File: config.mk
export PLATFORM = sky130hd
export DESIGN_NAME = seq_alu
export DESIGN_NICKNAME = d
export VERILOG_FILES = /design/src/rtl/seq_alu.sv
export SDC_FILE = /design/constraint.sdc
export NUM_CORES = 1
export LEC_CHECK = 0
export CAP_MARGIN = 20
export CORE_MARGIN = 2
export CORE_UTILIZATION = 28
export DETAILED_ROUTE_END_ITERATION = 10
export GPL_TIMING_DRIVEN = 0
export PLACE_DENSITY = 0.54
export SLEW_MARGIN = 20
export SYNTH_ARGS = -nofsm -noshare
export SYNTH_HDL_FRONTEND = slang
export SYNTH_SLANG_ARGS = --single-unit
File: constraint.sdc
create_clock -name clk -period 5.81 [get_ports clk]
set_clock_uncertainty 0.05 [all_clocks]
set_input_delay 1.162 -clock clk [delete_from_list [all_inputs] [get_ports clk]]
set_output_delay 1.162 -clock clk [all_outputs]
set_load 0.05 [all_outputs]
File: src/rtl/seq_alu.sv
// Sequential ALU: single-cycle ops, plus an iterative shift-add multiplier.
// Each result is held with a valid/ready handshake until the consumer takes it.
module seq_alu #(
   parameter int WIDTH = 8
) (
   input  logic             clk,
   input  logic             rst,
   input  logic             in_valid,
   output logic             in_ready,
   input  logic [WIDTH-1:0] a,
   input  logic [WIDTH-1:0] b,
   input  logic [3:0]       op,
   output logic             out_valid,
   input  logic             out_ready,
   output logic [WIDTH-1:0] out,
   output logic [3:0]       flags
);

   localparam int              CNT_W  = $clog2(WIDTH + 1);
   localparam logic [WIDTH-1:0] ONE   = {{(WIDTH-1){1'b0}}, 1'b1};
   localparam logic [WIDTH:0]  ONE_W  = {{WIDTH{1'b0}}, 1'b1};
   localparam logic [WIDTH:0]  W_AMT  = (WIDTH+1)'(WIDTH);
   localparam logic [3:0]      OP_MUL = 4'b0111;

   typedef enum logic [1:0] {IDLE, MUL, HOLD} state_t;

   state_t               state;
   logic [2*WIDTH-1:0]   mcand;
   logic [2*WIDTH-1:0]   acc;
   logic [2*WIDTH-1:0]   acc_next;
   logic [WIDTH-1:0]     mplier;
   logic [CNT_W-1:0]     cnt;
   logic [WIDTH+3:0]     alu_res;

   // Single-cycle ops. Returns {N,V,C,Z,result}; MUL and unused codes give zero.
   function automatic logic [WIDTH+3:0] alu_eval(input logic [WIDTH-1:0] x,
                                                 input logic [WIDTH-1:0] y,
                                                 input logic [3:0]       code);
      logic [WIDTH:0]          wide;
      logic [WIDTH:0]          amt;
      logic [WIDTH-1:0]        r;
      logic [WIDTH-1:0]        sh;
      logic signed [WIDTH-1:0] sx;
      logic signed [WIDTH-1:0] sy;
      logic signed [WIDTH-1:0] sr;
      logic                    c;
      logic                    v;
      logic                    shift_ok;
      wide     = '0;
      r        = '0;
      sh       = '0;
      c        = 1'b0;
      v        = 1'b0;
      amt      = {1'b0, y};
      // The last bit shifted out only exists for shift amounts 1..WIDTH
      shift_ok = (amt != '0) && (amt <= W_AMT);
      sx       = x;
      sy       = y;
      case (code)
         4'b0000: begin
            wide = {1'b0, x} + {1'b0, y};
            r    = wide[WIDTH-1:0];
            c    = wide[WIDTH];
            sr   = r;
            v    = (sx[WIDTH-1] == sy[WIDTH-1]) && (sr[WIDTH-1] != sx[WIDTH-1]);
         end
         4'b0001: begin
            // Carry out of a + ~b + 1 is the inverted borrow
            wide = {1'b0, x} + {1'b0, ~y} + ONE_W;
            r    = wide[WIDTH-1:0];
            c    = wide[WIDTH];
            sr   = r;
            v    = (sx[WIDTH-1] != sy[WIDTH-1]) && (sr[WIDTH-1] != sx[WIDTH-1]);
         end
         4'b0010: r = x & y;
         4'b0011: r = x | y;
         4'b0100: r = x ^ y;
         4'b0101: begin
            r  = (amt >= W_AMT) ? '0 : (x << y);
            sh = x << (y - ONE);
            c  = shift_ok ? sh[WIDTH-1] : 1'b0;
         end
         4'b0110: begin
            r  = (amt >= W_AMT) ? '0 : (x >> y);
            sh = x >> (y - ONE);
            c  = shift_ok ? sh[0] : 1'b0;
         end
         default: r = '0;
      endcase
      return {r[WIDTH-1], v, c, (r == '0), r};
   endfunction

   assign alu_res  = alu_eval(a, b, op);
   assign in_ready = (state == IDLE);

   // Next partial product: add the shifted multiplicand when the multiplier LSB is set
   always_comb begin
      acc_next = acc + (mplier[0] ? mcand : '0);
   end

   // Control FSM, multiplier datapath and registered result/flags
   always_ff @(posedge clk) begin
      if (rst) begin
         state     <= IDLE;
         out       <= '0;
         flags     <= '0;
         out_valid <= 1'b0;
         cnt       <= '0;
      end else begin
         case (state)
            IDLE: begin
               if (in_valid) begin
                  if (op == OP_MUL) begin
                     mcand  <= {{WIDTH{1'b0}}, a};
                     mplier <= b;
                     acc    <= '0;
                     cnt    <= '0;
                     state  <= MUL;
                  end else begin
                     {flags, out} <= alu_res;
                     out_valid    <= 1'b1;
                     state        <= HOLD;
                  end
               end
            end
            MUL: begin
               acc    <= acc_next;
               mcand  <= mcand << 1;
               mplier <= mplier >> 1;
               cnt    <= cnt + CNT_W'(1);
               if (cnt == CNT_W'(WIDTH - 1)) begin
                  out       <= acc_next[WIDTH-1:0];
                  flags     <= {acc_next[WIDTH-1], 1'b0,
                                (acc_next[2*WIDTH-1:WIDTH] != '0),
                                (acc_next[WIDTH-1:0] == '0)};
                  out_valid <= 1'b1;
                  state     <= HOLD;
               end
            end
            HOLD: begin
               if (out_ready) begin
                  out_valid <= 1'b0;
                  state     <= IDLE;
               end
            end
            default: state <= IDLE;
         endcase
      end
   end

endmodule

Word level (Yosys, flattened, before mapping)
Cells that the tools add are included.
{ "classes": {"n_lt_le_gt_ge": 2, "n_mux": 38, "n_reduce_logical": 16, "bitwise": 5, "addsub": 6, "n_eq_ne": 19, "n_shift": 4} }
{ "ops": {"columns": ["operator", "count"], "rows": [
  ["two-way mux 16 bit", 5],
  ["case mux 16 bit (2 select lines)", 2],
  ["two-way mux 8 bit", 7],
  ["case mux 8 bit (7 select lines)", 1],
  ["case mux 8 bit (2 select lines)", 2],
  ["== test 4 x 3 -> 1 bit, second input constant", 5],
  ["two-way mux 4 bit", 5],
  ["adder 8 x 8 -> 9 bit", 2],
  ["adder 16 bit", 1],
  ["zero test 8 bit", 2],
  ["case mux 4 bit (2 select lines)", 2],
  ["nonzero test 8 bit", 2],
  ["<< shifter 8 x 8 -> 8 bit", 2],
  ["adder 9 x 1 -> 9 bit, second input constant", 1],
  ["AND 8 bit", 1],
  ["== test 4 x 2 -> 1 bit, second input constant", 2],
  [">= comparator 8 x 4 -> 1 bit, second input constant", 1],
  ["less-or-equal comparator 8 x 4 -> 1 bit, second input constant", 1],
  ["two-way mux 2 bit", 4],
  ["inequality test 2 bit, second input constant", 4],
  ["NOT 8 bit", 1],
  ["OR 8 bit", 1],
  ["AND reduction 4 bit", 2],
  ["right shift 8 x 8 -> 1 bit", 1],
  ["other kinds (23)", 33]
]} }
{ "word_totals": {"output_inout_bits": 14, "wordCells": 98, "ff_bits": 59, "in_bits": 24} }

Depth between registers and ports, before layout
{ "logic_depth": {"depth_word": 9, "mapped_depth": 13, "mapped_depth_nobuf": 12} }

Least setup slack after synthesis
OpenSTA, ideal clock, no wires.
{ "synth_path": {"path_type": "input to register", "from": "input port op[0]", "to": "register acc[0] (enable)", "arrival_ns": 3.650, "cell_stages": 6, "slack_ns": 1.672, "setup_time_ns": 0.437, "cell_sequence": "buf_2 buf_2 nand4b_1 o21ai_0 nand2b_1 nor2_1"} }
{ "synth_via": {"elab_chain_len": 3} }
{ "synth_rtl": {"columns": ["item", "line_no", "text"], "rows": [
  ["start, declared", "12", "input logic [3:0] op,"],
  ["== test 4 x 3 -> 1 bit", "113", "if (op == OP_MUL) begin"],
  ["inequality test 2 x 1 -> 1 bit (no line)", null, null],
  ["AND reduction 4 bit (no line)", null, null],
  ["end signal, assigned", "127", "acc <= acc_next;"],
  ["end, declared", "29", "logic [2*WIDTH-1:0] acc;"]
]} }
Every way passes these cells.
A chain may end at the register's enable or synchronous reset.

Final worst setup path
{ "layout_path": {"from": "input port b[1]", "to": "register flags[1]"} }
{ "layout_via": {"elab_chain_len": 7} }
{ "layout_rtl": {"columns": ["item", "line_no", "text"], "rows": [
  ["start, declared", "11", "input logic [WIDTH-1:0] b,"],
  ["NOT 8 bit (tied with other cells)", "69", "wide = {1'b0, x} + {1'b0, ~y} + ONE_W;"],
  ["adder 8 x 8 -> 9 bit (tied with other cells)", "69", null],
  ["adder 9 x 1 -> 9 bit (tied with other cells)", "69", null],
  ["case mux 1 bit (4 select lines) (*)", "59", "case (code)"],
  ["two-way mux 4 bit (*)", "113", null],
  ["two-way mux 4 bit (*)", "112", "if (in_valid) begin"],
  ["case mux 4 bit (2 select lines) (*)", "110", "case (state)"],
  ["end signal, assigned", "120", "{flags, out} <= alu_res;"],
  ["end signal, assigned", "133", "flags <= {acc_next[WIDTH-1], 1'b0,"],
  ["end, declared", "16", "output logic [3:0] flags"]
]} }
Every way passes the cells marked *; elsewhere a longest branch is shown, timed or not. The select of a mux whose other input is x is not followed.

==> impl_metrics.py <==
metrics = {
    "hold_path": {
        "hold_path_class": "register to register",
        "min_path_cells": 2,
        "worstHoldEndpoint": "out[6]",
        "hold_start": "out[6]",
    },
    "placement": {
        "place_area_um2": 5840,
        "dpl.hpwl_um": 11600,
        "gp_congestion": 0.958,
        "portBuffers": 37,
    },
    "pwr": {
        "p_per_area_nw_per_um2": 202,
        "irDropWorstVdd_v": 0.000238,
        "power.leakage_uw": 0.00235,
        "pwr-share-comb_pct": 21.8,
        "seqPwrFrac_pct": 36.6,
        "clkPwrFrac_pct": 41.6,
        "p_int_uw": 884,
        "switching_share_pct": 28.7,
        "p_switching_uw": 356,
    },
    "floorplan": {
        "initial_core_util_pct": 28.6,
        "rows": 49,
        "chipHeight_um": 140,
        "pin_count": 38,
        "dieWidth_um": 140,
        "core_region_area_um2": 18000,
        "dieArea_um2": 19500,
    },
    "worst_setup_path": {
        "crit_chain": "clkdlybuf4s50_1 -> buf_2 -> buf_2 -> inv_1 -> fa_1 -> nor3b_1 -> nor3_1 -> o31ai_1 -> a22o_1 -> o31ai_1 -> nand2_1 -> nor4_2 -> a311oi_1",
        "worstRegToRegCells": 11,
        "r2r_slack_ns": 2.53,
        "endpoint_kind": "register",
        "arrival_ns": 4.79,
        "crit_start": "b[1]",
        "timing.rr.end": "flags[1]",
        "path_buf_inv": 4,
        "cp-start-kind": "input pin",
        "critPathTopFamily": "buffers and inverters",
        "r2r_start": "mplier[0]",
        "critPathMaxStageDelay_ns": 0.53,
        "critPathKind": "input pin to register",
        "crit_slowest_cell": "clkdlybuf4s50_1",
        "worstPathRequired_ns": 5.96,
        "crit_fanout": 10,
    },
    "clocking": {
        "cts_buffer_depth": 2,
        "ctsHoldBuffers": 0,
        "cts_setup_buffers": 0,
        "cts_tree": "yes",
        "cts_resized": 0,
        "clkTransAtPathRegs_ns": 0.05,
        "clkLatencyLatePin_ns": 0.33,
        "htreeDepth": 3,
        "numCtsBuffers": 9,
        "clockRootBuffer": "clkbuf_16",
        "clock_sinks": 58,
    },
    "sta": {
        "rsz0062_at_grt": "no",
        "final-hold-violation-count": 0,
        "fmax_mhz": 216,
        "worst_slew_pin_slew_ns": 0.753,
        "finalSetupViolCount": 0,
        "fin_crit_sh_pct": 79.7,
        "maxSlewViolCount": 0,
        "final.setup.tns_ns": 0,
        "max_slew_margin_pct": 49.7,
        "period_needed_ns": 4.63,
    },
    "yosys": {
        "synth_nets": 637,
        "syn-mean-instance-area_um2": 9.08,
        "yosys_most_used_dff": "edfxtp_1",
        "synth-edff-count": 40,
        "synthCells": 568,
        "yosysSeqAreaShare_pct": 30.3,
        "yosys_warnings": 0,
        "syn_area_um2": 5160,
        "synthDistinctLibCells": 84,
        "ys_async_sr_fraction_pct": 0,
        "ys_ff_latch": 58,
    },
    "route": {
        "wire_per_inst_um": 17.6,
        "ant_nets": 0,
        "dr_total_vias": 4574,
        "first_iter_violations": 392,
        "first_pass_iters": 6,
        "routed_via_density": 5.37,
        "drc": 0,
        "wl_um": 15000,
    },
    "job": {
        "maxCapViolations": 0,
    },
    "global_routing": {
        "track_usage_pct": 15.5,
        "first_global_vias": 4359,
        "antenna_found_initial": 0,
        "grt_pass1_wl_um": 24000,
        "grt-ovfl-total": 0,
        "grt_max_degree": 27,
    },
    "final_layout": {
        "drive_gt1_share_pct": 10.1,
        "fillCellCount": 1897,
        "fin_area_um2": 6130,
        "n_antenna_cell": 0,
        "area_growth_pct": 18.8,
        "finalNetCount": 686,
    },
    "status": {
        "status": "complete, no violations",
    },
}
==> cell usage in the layout (no fill, tap or decap), drive strengths merged, types with 10 or more instances in the layout <==
| master | count |
|---|---|
| o21ai | 29 |
| clkbuf | 30 |
| a21oi | 42 |
| edfxtp | 40 |
| nand2 | 48 |
| buf | 16 |
| a21o | 15 |
| xnor2 | 14 |
| mux2i | 17 |
| and2 | 29 |
| inv | 30 |
| clkdlybuf4s50 | 37 |
| dfxtp | 18 |
| mux4 | 10 |
| nor3 | 13 |
| ha | 42 |
| nor2 | 53 |
==> power groups by stage <==
stage | logic (µW) | clock network [µW] | registers, µW
after floorplan | 163 | 0 | 477
after global placement | 263 | 0 | 462
after detailed placement | 266 | 0 | 462
after CTS | 268 | 530 | 454
after global routing | 293 | 550 | 454
final | 270 | 516 | 454
==> worst min-delay path, cell delays in order, from the launching register on <==
cell	delay (ns)
dfxtp_1	0.31
nand2_1	0.05
a21oi_1	0.05
==> flip-flops by register name, indices dropped and copies added (netlist names) <==
register / cells
acc: 16
mplier: 8
state: 2
out: 8
cnt: 4
mcand: 16
out_valid: 1
flags: 3
==> per-layer routing <==
layer  part of all wire, %  GRT usage [%]
met1                    47           21.6
met4                   1.3           4.68
met5                     0              0
met2                    45           24.6
met3                   6.9           2.65
==> worst max path at each step <==
stage                endpoint  cells past startpoint
finish               flags[1]                     13
detailed placement   flags[1]                     13
floorplan              acc[0]                      6
global route         flags[1]                     13
CTS                  flags[1]                     13
global placement    mplier[4]                      7
==> metrics by stage <==
stage | hold slack, ns | power [µW] | instances | worst slack, ns | util [%]
after floorplan | 0.418 | 640 | 568 | 1.67 | -
after global placement | 0.393 | 725 | 834 | 0.0938 | 32.3
after detailed placement | 0.403 | 729 | 835 | 0.860 | 32.4
after CTS | 0.413 | 1250 | 851 | 1.20 | 34.0
after global routing | 0.432 | 1300 | 851 | 0.968 | 34.0
final | 0.411 | 1240 | 851 | 1.18 | 34.0
==> cell type report <==
class | instances | area, µm² | share of cell area, %
Multi-Input combinational cell | 444 | 3280 | 53.5
Sequential cell | 58 | 1560 | 25.5
Timing Repair Buffer | 38 | 390 | 6.37
Tap cell | 229 | 287 | 4.68
Clock buffer | 10 | 229 | 3.74
Buffer | 35 | 209 | 3.41
Inverter | 31 | 116 | 1.90
Clock inverter | 6 | 57.6 | 0.939
==> synth_stat cells, types with 4 or more instances <==
cell type | n | area, µm²
a21o_1 | 14 | 105
inv_1 | 29 | 109
a211oi_1 | 6 | 45.0
ha_1 | 42 | 526
a21oi_1 | 41 | 205
o211ai_1 | 7 | 52.6
clkbuf_1 | 16 | 60.1
o21ai_1 | 7 | 35.0
nor4_1 | 5 | 31.3
and2_1 | 28 | 175
xnor2_1 | 14 | 123
xor2_1 | 7 | 61.3
mux4_2 | 10 | 225
a22oi_1 | 4 | 30.0
nand2_1 | 48 | 180
nand3_1 | 8 | 40.0
and3_1 | 5 | 31.3
nand3b_1 | 5 | 37.5
edfxtp_1 | 40 | 1200
mux2i_1 | 16 | 160
nand4_1 | 4 | 25.0
buf_2 | 9 | 45.0
nand2b_1 | 7 | 43.8
clkbuf_8 | 4 | 55.1
dfxtp_1 | 18 | 360
nor2b_1 | 5 | 31.3
nor3_1 | 11 | 55.1
nor2_1 | 52 | 195
o31ai_1 | 5 | 37.5
o21ai_0 | 21 | 105
a221oi_1 | 5 | 43.8
==> cell families after synthesis <==
group                    count (synthesis)  synth area share (%)
adder cells (fa/ha/maj)                 45                  11.4
multiplexers                            27                  7.91
AND/OR/NAND/NOR                        203                  20.9
AO/OA/AOI/OAI                          148                  19.7
flip-flops                              58                  30.3
buffers and inverters                   66                  6.31
XOR/XNOR                                21                  3.57
Note: power is estimated with default switching activity, not from simulation.
